### config.mk
export PLATFORM = sky130hd
export DESIGN_NAME = plic_gateway
export DESIGN_NICKNAME = d
export VERILOG_FILES = /design/src/rtl/plic_gateway.sv
export SDC_FILE = /design/constraint.sdc
export NUM_CORES = 1
export LEC_CHECK = 0
export CORE_MARGIN = 2
export CORE_UTILIZATION = 57
export DETAILED_ROUTE_END_ITERATION = 10
export PLACE_DENSITY_LB_ADDON = 0.12
export SLEW_MARGIN = 0
export SYNTH_ARGS = -nofsm -noshare
export SYNTH_HDL_FRONTEND = slang
export SYNTH_SLANG_ARGS = --single-unit
### constraint.sdc
create_clock -name clk -period 9.9 [get_ports clk]
set_clock_uncertainty 0.15 [all_clocks]
set_input_delay 0.99 -clock clk [delete_from_list [all_inputs] [get_ports clk]]
set_output_delay 0.99 -clock clk [all_outputs]
set_load 0.02 [all_outputs]
### src/rtl/plic_gateway.sv
// External interrupt gateway: per-source level/edge capture FSMs, enable masking,
// lowest-ID-wins arbitration and a single-claim handshake towards the trap unit.
module plic_gateway #(
  parameter int unsigned SRC_NUM = 31,
  parameter int unsigned IDW     = 5
) (
  input  logic               clk,
  input  logic               rst,
  input  logic [SRC_NUM-1:0] src_i,
  output logic               ex_trap_valid_o,
  output logic [IDW-1:0]     ex_trap_id_o,
  input  logic               ex_trap_ready_i,
  input  logic               ex_trap_cplet_i,
  input  logic [IDW-1:0]     ex_trap_cplet_id_i,
  input  logic               reg_we_i,
  input  logic [3:0]         reg_addr_i,
  input  logic [31:0]        reg_wdata_i,
  output logic [31:0]        reg_rdata_o
);

  typedef enum logic [1:0] {StIdle, StPending, StClaimed} gw_state_e;

  gw_state_e          state_q [SRC_NUM];
  gw_state_e          state_d [SRC_NUM];
  logic [SRC_NUM-1:0] again_q, again_d;
  logic [SRC_NUM-1:0] src_q;
  logic [SRC_NUM-1:0] enable_q, edge_q;
  logic               ready_q, hold_q, hold_d;
  logic               valid_q, valid_d;
  logic [IDW-1:0]     id_q, id_d;
  logic [31:0]        rdata_q, rdata_d;

  logic [SRC_NUM-1:0] rise, pending_vec, claimed_vec, cand;
  logic               claim, busy;
  logic [IDW-1:0]     claimed_id;

  logic unused_bits;
  assign unused_bits = ^{reg_addr_i[1:0], reg_wdata_i};

  function automatic logic [IDW-1:0] lowest_idx(input logic [SRC_NUM-1:0] v);
    lowest_idx = '0;
    for (int i = int'(SRC_NUM) - 1; i >= 0; i--) begin
      if (v[i]) lowest_idx = IDW'(i);
    end
  endfunction

  assign rise  = src_i & ~src_q;
  assign claim = ex_trap_ready_i & ~ready_q & valid_q;

  always_comb begin
    pending_vec = '0;
    claimed_vec = '0;
    for (int i = 0; i < int'(SRC_NUM); i++) begin
      pending_vec[i] = (state_q[i] == StPending);
      claimed_vec[i] = (state_q[i] == StClaimed);
    end
  end

  assign cand       = pending_vec & enable_q;
  assign busy       = |claimed_vec;
  assign claimed_id = lowest_idx(claimed_vec);

  always_comb begin
    again_d = again_q;
    for (int i = 0; i < int'(SRC_NUM); i++) begin
      state_d[i] = state_q[i];
      case (state_q[i])
        StIdle: begin
          if (edge_q[i] ? rise[i] : src_i[i]) state_d[i] = StPending;
        end
        StPending: begin
          if (claim && (id_q == IDW'(i))) state_d[i] = StClaimed;
        end
        StClaimed: begin
          if (edge_q[i] && rise[i]) again_d[i] = 1'b1;
          if (ex_trap_cplet_i && (ex_trap_cplet_id_i == IDW'(i))) begin
            // An edge seen during service re-pends immediately on completion.
            state_d[i] = (again_q[i] || (edge_q[i] && rise[i])) ? StPending : StIdle;
            again_d[i] = 1'b0;
          end
        end
        default: state_d[i] = StIdle;
      endcase
    end
  end

  // Hold the claimed ID on the outputs for as long as ready stays high.
  always_comb begin
    hold_d  = claim | (hold_q & ex_trap_ready_i);
    valid_d = valid_q;
    id_d    = id_q;
    if (!hold_d) begin
      valid_d = (|cand) & ~busy;
      id_d    = valid_d ? lowest_idx(cand) : '0;
    end
  end

  always_comb begin
    rdata_d = '0;
    case (reg_addr_i[3:2])
      2'd0: rdata_d[SRC_NUM-1:0] = enable_q;
      2'd1: rdata_d[SRC_NUM-1:0] = edge_q;
      2'd2: rdata_d[SRC_NUM-1:0] = pending_vec;
      default: begin
        rdata_d[31]      = busy;
        rdata_d[IDW-1:0] = busy ? claimed_id : '0;
      end
    endcase
  end

  always_ff @(posedge clk or posedge rst) begin
    if (rst) begin
      for (int i = 0; i < int'(SRC_NUM); i++) state_q[i] <= StIdle;
      again_q  <= '0;
      src_q    <= '0;
      enable_q <= '0;
      edge_q   <= '0;
      ready_q  <= 1'b0;
      hold_q   <= 1'b0;
      valid_q  <= 1'b0;
      id_q     <= '0;
      rdata_q  <= '0;
    end else begin
      for (int i = 0; i < int'(SRC_NUM); i++) state_q[i] <= state_d[i];
      again_q <= again_d;
      src_q   <= src_i;
      ready_q <= ex_trap_ready_i;
      hold_q  <= hold_d;
      valid_q <= valid_d;
      id_q    <= id_d;
      rdata_q <= rdata_d;
      if (reg_we_i && (reg_addr_i[3:2] == 2'd0)) enable_q <= reg_wdata_i[SRC_NUM-1:0];
      if (reg_we_i && (reg_addr_i[3:2] == 2'd1)) edge_q   <= reg_wdata_i[SRC_NUM-1:0];
    end
  end

  assign ex_trap_valid_o = valid_q;
  assign ex_trap_id_o    = id_q;
  assign reg_rdata_o     = rdata_q;

endmodule

; Word-level counts from Yosys, hierarchy flattened
; Cells that the tools add are included.
[word_totals]
ff_bits = 226
latchBits = 0
ramBits = 0
mem_bits_ro = 0
inputBits = 77
out_inout_bits = 38
elab_cells = 868
n_memories = 0
[op_classes]
n_addsub = 0
n_mul = 0
n_div = 0
order_cmp = 0
n_eq_ne = 217
shifts = 0
n_mux = 315
bitwise_logic = 10
reduce_logical = 256
[op_table]
columns = op, n
row1 = two-way mux 5 bit, 64
row2 = two-way mux 2 bit, 93
row3 = one-hot mux 2 bit (3 select lines), 31
row4 = "== test 5 bit, second input constant", 30
row5 = two-way mux 1 bit, 125
row6 = "inequality test 2 x 1 -> 1 bit, second input constant", 62
row7 = logical AND 1 bit, 95
row8 = AND reduction 3 bit, 31
row9 = "== test 5 x 4 -> 1 bit, second input constant", 16
row10 = one-hot mux 26 bit (3 select lines), 1
row11 = "== test 2 x 1 -> 1 bit, second input constant", 32
row12 = "== test 2 bit, second input constant", 32
row13 = logical NOT 2 bit, 32
row14 = AND 31 bit, 2
row15 = "inequality test 2 bit, second input constant", 31
row16 = AND reduction 2 bit, 31
row17 = nonzero test 2 bit, 31
row18 = OR reduction 31 bit, 2
row19 = "== test 5 x 3 -> 1 bit, second input constant", 8
row20 = logical OR 1 bit, 31
row21 = inverter 31 bit, 1
row22 = "== test 5 x 2 -> 1 bit, second input constant", 4
row23 = one-hot mux 5 bit (3 select lines), 1
row24 = "== test 5 x 1 -> 1 bit, second input constant", 2
row25 = 5 further kinds, 10

; Longest topological paths before layout
[depth]
depth_word = 34
ltp_mapped = 8
mapped_depth_nobuf = 7

; Worst setup path after synthesis
; No wires, ideal clock.
[synth_path]
path_type = input -> register
startpoint = input port reg_addr_i[3]
endpoint = register enable_q[0]
setup_ps = 125
t_arrival_ps = 2252
required_time_ps = 9625
slack_ps = 7373
path_stages = 4
n_path_buf = 2
cell_sequence = clkbuf_8 -> nor3b_1 -> clkbuf_1 -> mux2_2
[synth_between]
elab_chain_cells = 2
[synth_rtl]
columns = element, line_no
row1 = from (decl), 16  ; input logic [3:0] reg_addr_i,
row2 = logical NOT 2 bit, 132  ; if (reg_we_i && (reg_addr_i[3:2] == 2'd0)) enable_q <= reg_wdata_i[SRC_NUM-1:0];
row3 = logical AND 1 bit, 132
row4 = to (signal assigned), 132
row5 = to (decl), 27  ; logic [SRC_NUM-1:0] enable_q, edge_q;
; No other way between the ends.
; A chain may end at the register's enable or synchronous reset.

; Final worst setup path
[layout_path]
startpoint = input port reg_addr_i[3]
endpoint = register edge_q[23]
[layout_between]
elab_chain_cells = 2
[layout_rtl]
columns = element, line_no
row1 = == test 2 x 1 -> 1 bit, 133  ; if (reg_we_i && (reg_addr_i[3:2] == 2'd1)) edge_q <= reg_wdata_i[SRC_NUM-1:0];
row2 = logical AND 1 bit, 133
row3 = to (signal assigned), 133
row4 = to (decl), 27
; No other way between the ends.

==> impl_results.rst <==
.. list-table::
   :header-rows: 1

   * - Metric
     - Value
   * - Post-layout nets
     - 1264
   * - Routed via count divided by cell count
     - 6.25
   * - Count of buffers from port buffering
     - 111
   * - Maximum number of pins on one net before global-route repair
     - 147
   * - Net load switching power
     - 742 µW
   * - Yosys warnings
     - 0
   * - Post-route clock period utilization
     - 33.1%
   * - Initial core utilization
     - 57.9%
   * - Clock buffers created by TritonCTS
     - 24
   * - Die area
     - 20100 µm²
   * - Violation count after the first detailed-routing iteration
     - 686
   * - Final number of hold-violating endpoints
     - 0
   * - Sort of element at the start of the critical path
     - input pin
   * - Synthesis-to-layout area growth
     - 19.8%
   * - Number of global-route vias before repair
     - 8740
   * - Vert. Die Dim
     - 142 µm
   * - Detailed-router iteration count before antenna repair
     - 5
   * - CTS clk-pin slew, worst paths
     - 60 ps
   * - All-layer global routing usage
     - 30.2%
   * - Half-perimeter wire length of the detailed placement result
     - 20.6 mm
   * - Data arrival at the endpoint of the critical path
     - 3530 ps
   * - Total core area
     - 18600 µm²
   * - Smallest setup slack after layout
     - 6620 ps
   * - Type of the tightest min-delay check
     - flop to flop
   * - VDD IR max
     - 168 µV
   * - Minimum clock period
     - 3280 ps
   * - CTS tree
     - yes
   * - Number of enable-type register cells in the synthesized netlist
     - 0
   * - Combinational fraction of design power
     - 19.4%
   * - Number of antenna repair diodes
     - 0
   * - Aggregate global routing overflow
     - 0
   * - Via count
     - 8989
   * - First-pass GRT wire length
     - 47.1 mm
   * - Share of total power consumed by net switching
     - 28.8%
   * - Antenna violations before repair
     - 0
   * - Async set-or-reset flop fraction in the synthesized netlist
     - 100%
   * - TNS Setup
     - 0 ps
   * - Buffers from clock root to sink, at most
     - 3
   * - Reported leakage power
     - 5.45 nW
   * - Synthesized netlist net count
     - 1148
   * - Final count of pins violating max slew
     - 0
   * - Standard-cell rows
     - 50
   * - Max Cap Viol
     - 0
   * - Layout cell share with drive strength beyond 1
     - 9.46%
   * - Cell count after synthesis
     - 1071
   * - IO Pins
     - 115
   * - Placement Setup Slack
     - 6080 ps
   * - Dominant register cell in the synthesized netlist
     - dfrtp_1
   * - H-tree lvl count
     - 1
   * - Top achievable clock speed
     - 305 MHz
   * - Worst Max-Slew Pin Slew
     - 1270 ps
   * - Aggregate routed wire length
     - 29.7 mm
   * - Number of setup violations in the final report
     - 0
   * - Number of distinct library cells after synthesis
     - 60
   * - Root buf cell
     - clkbuf_16
   * - Power Density
     - 199 nW/µm²
   * - Sequential share of the synthesized area
     - 52.4%
   * - Type of destination of the critical path
     - flop
   * - Share of power burned in registers
     - 45.5%
   * - Insertion delay of the later-clocked pin in the worst-skew pair
     - 520 ps
   * - Setup repair after global routing missed its margin
     - no
   * - Flop and latch count out of synthesis
     - 226
   * - CTS sink cnt
     - 226
   * - Number of cells upsized or downsized after cts
     - 0
   * - Area of the mapped netlist
     - 10800 µm²
   * - Result of the run
     - finished, final reports clean
   * - Maximum fanout along the worst path
     - 37
   * - Die extent in x
     - 142 µm
   * - Path type of the worst setup path
     - input pin to flop
   * - WL/cell
     - 20.6 µm
   * - DRT antenna net count
     - 0
   * - Cell internal power dissipation
     - 1.83 mW
   * - Required time worst endpoint
     - 10150 ps
   * - Drt drc
     - 0
   * - RePlAce Congestion
     - 0.893
   * - Hold-fix buffers at CTS
     - 0
   * - Mean post-synth cell area
     - 10.1 µm²
   * - Clk network pwr share
     - 35.1%
   * - Worst slew margin
     - 14.8%
   * - Number of setup buffers added after CTS
     - 0
==> critical path, cell delays in order <==
cell and delay [ps]:
clkdlybuf4s50_1 450, buf_4 450, nand3b_1 750, buf_4 470
mux2_2 380
==> registers in the layout (all words and copies together), names as in the netlist, 5 cells and up <==
name / count
src_q: 31
ex_trap_id_o: 5
reg_rdata_o: 32
again_q: 31
state_q: 62
enable_q: 31
edge_q: 31
==> routing by layer <==
metal  track usage [%]  wire, µm  vias up
li1                  -         -     4137
met1              41.4     12600     4401
met2              48.8     13800      373
met3              5.16      2130       78
met4              11.2      1120        0
met5                 0         0        -
==> synth_stat cells, drive strengths merged (5+ instances only) <==
library cell  number  area share (%)
a21oi             66             3.1
a221oi            23             1.9
a22oi              6            0.42
a31oi             13            0.89
and2              10            0.58
buf                7            0.34
clkbuf            21            0.93
dfrtp            226              52
inv               45             1.6
mux2              53             5.5
mux2i             52             4.8
nand2             76             2.6
nand2b            32             1.9
nand3             59             2.7
nand3b            15             1.1
nor2             131             4.6
nor2b             32             2.0
nor3              34             1.6
o211ai             7            0.49
o21ai             55             2.5
o22ai             34             2.0
o31ai              5            0.35
o32ai             15             1.2
==> through the flow <==
stage / power [mW] / util, % / area (µm²) / hold slack [ps] / std cells
2_1_floorplan: 1.47 / - / 10800 / 307 / 1071
3_3_place_gp: 1.67 / 65.0 / 12100 / 323 / 1395
3_5_place_dp: 1.68 / 65.0 / 12100 / 333 / 1395
4_1_cts: 2.58 / 69.4 / 12900 / 346 / 1439
5_1_grt: 2.69 / 69.4 / 12900 / 362 / 1439
6_report: 2.58 / 69.4 / 12900 / 341 / 1439
==> layout by cell type (no fill, tap or decap), drive strengths merged, types with 3 or more instances in the layout <==
cell type / count
nand4: 4
buf: 8
nor3: 34
o211ai: 7
o31ai: 5
mux2: 53
nand3: 59
a2111oi: 3
a22oi: 6
a221oi: 23
or2b: 3
a211oi: 3
nand2: 76
a21oi: 66
clkinv: 3
clkbuf: 40
a31oi: 13
a41o: 3
a32o: 3
inv: 45
nor4: 3
nor2: 131
clkdlybuf4s50: 110
and2: 10
mux2i: 52
o22ai: 34
o21ai: 55
nand2b: 32
nor2b: 32
o32ai: 15
nand3b: 15
dfrtp: 226
or3: 3
==> final timing paths <==
check                                        startpoint                       end  slack [ps]  cells after the start
worst max-delay path                      reg_addr_i[3]    edge_q[23]$_DFFE_PP0P_        6620                      5
worst min register to register  again_q[30]$_DFFE_PP0P_   again_q[30]$_DFFE_PP0P_         340                      2
worst min-delay path            again_q[30]$_DFFE_PP0P_   again_q[30]$_DFFE_PP0P_         340                      2
worst max register to register   state_q[4]$_DFFE_PP0P_  reg_rdata_o[1]$_DFF_PP0_        6870                      7
max in group asynchronous                           rst       src_q[20]$_DFF_PP0_        7040                      3
min in group asynchronous                           rst    edge_q[14]$_DFFE_PP0P_         920                      2
==> cells by family (layout without fill, tap and decap cells) <==
family                 count (synthesis)  count (layout)  synth area share, %
AO/OA/AOI/OAI                        252             252                 15.1
flip-flops                           226             226                 52.4
AND/OR/NAND/NOR                      413             413                 18.9
multiplexers                         107             107                 10.8
buffers and inverters                 73             207                 2.83
==> power groups by stage <==
stage / clock network, mW / registers, mW / logic [mW]
CTS: 0.915 / 1.17 / 0.500
detailed placement: 0 / 1.18 / 0.497
global route: 0.956 / 1.19 / 0.545
global placement: 0 / 1.18 / 0.488
finish: 0.905 / 1.17 / 0.500
floorplan: 0 / 1.19 / 0.287
==> layout make-up <==
type	instances	area, µm²
Timing Repair Buffer	118	1160
Clock buffer	40	762
Tap cell	234	293
Inverter	45	176
Fill cell	1476	5710
Sequential cell	226	5660
Multi-Input combinational cell	772	4840
Clock inverter	4	45.0
Note: power is estimated with default switching activity, not from simulation.
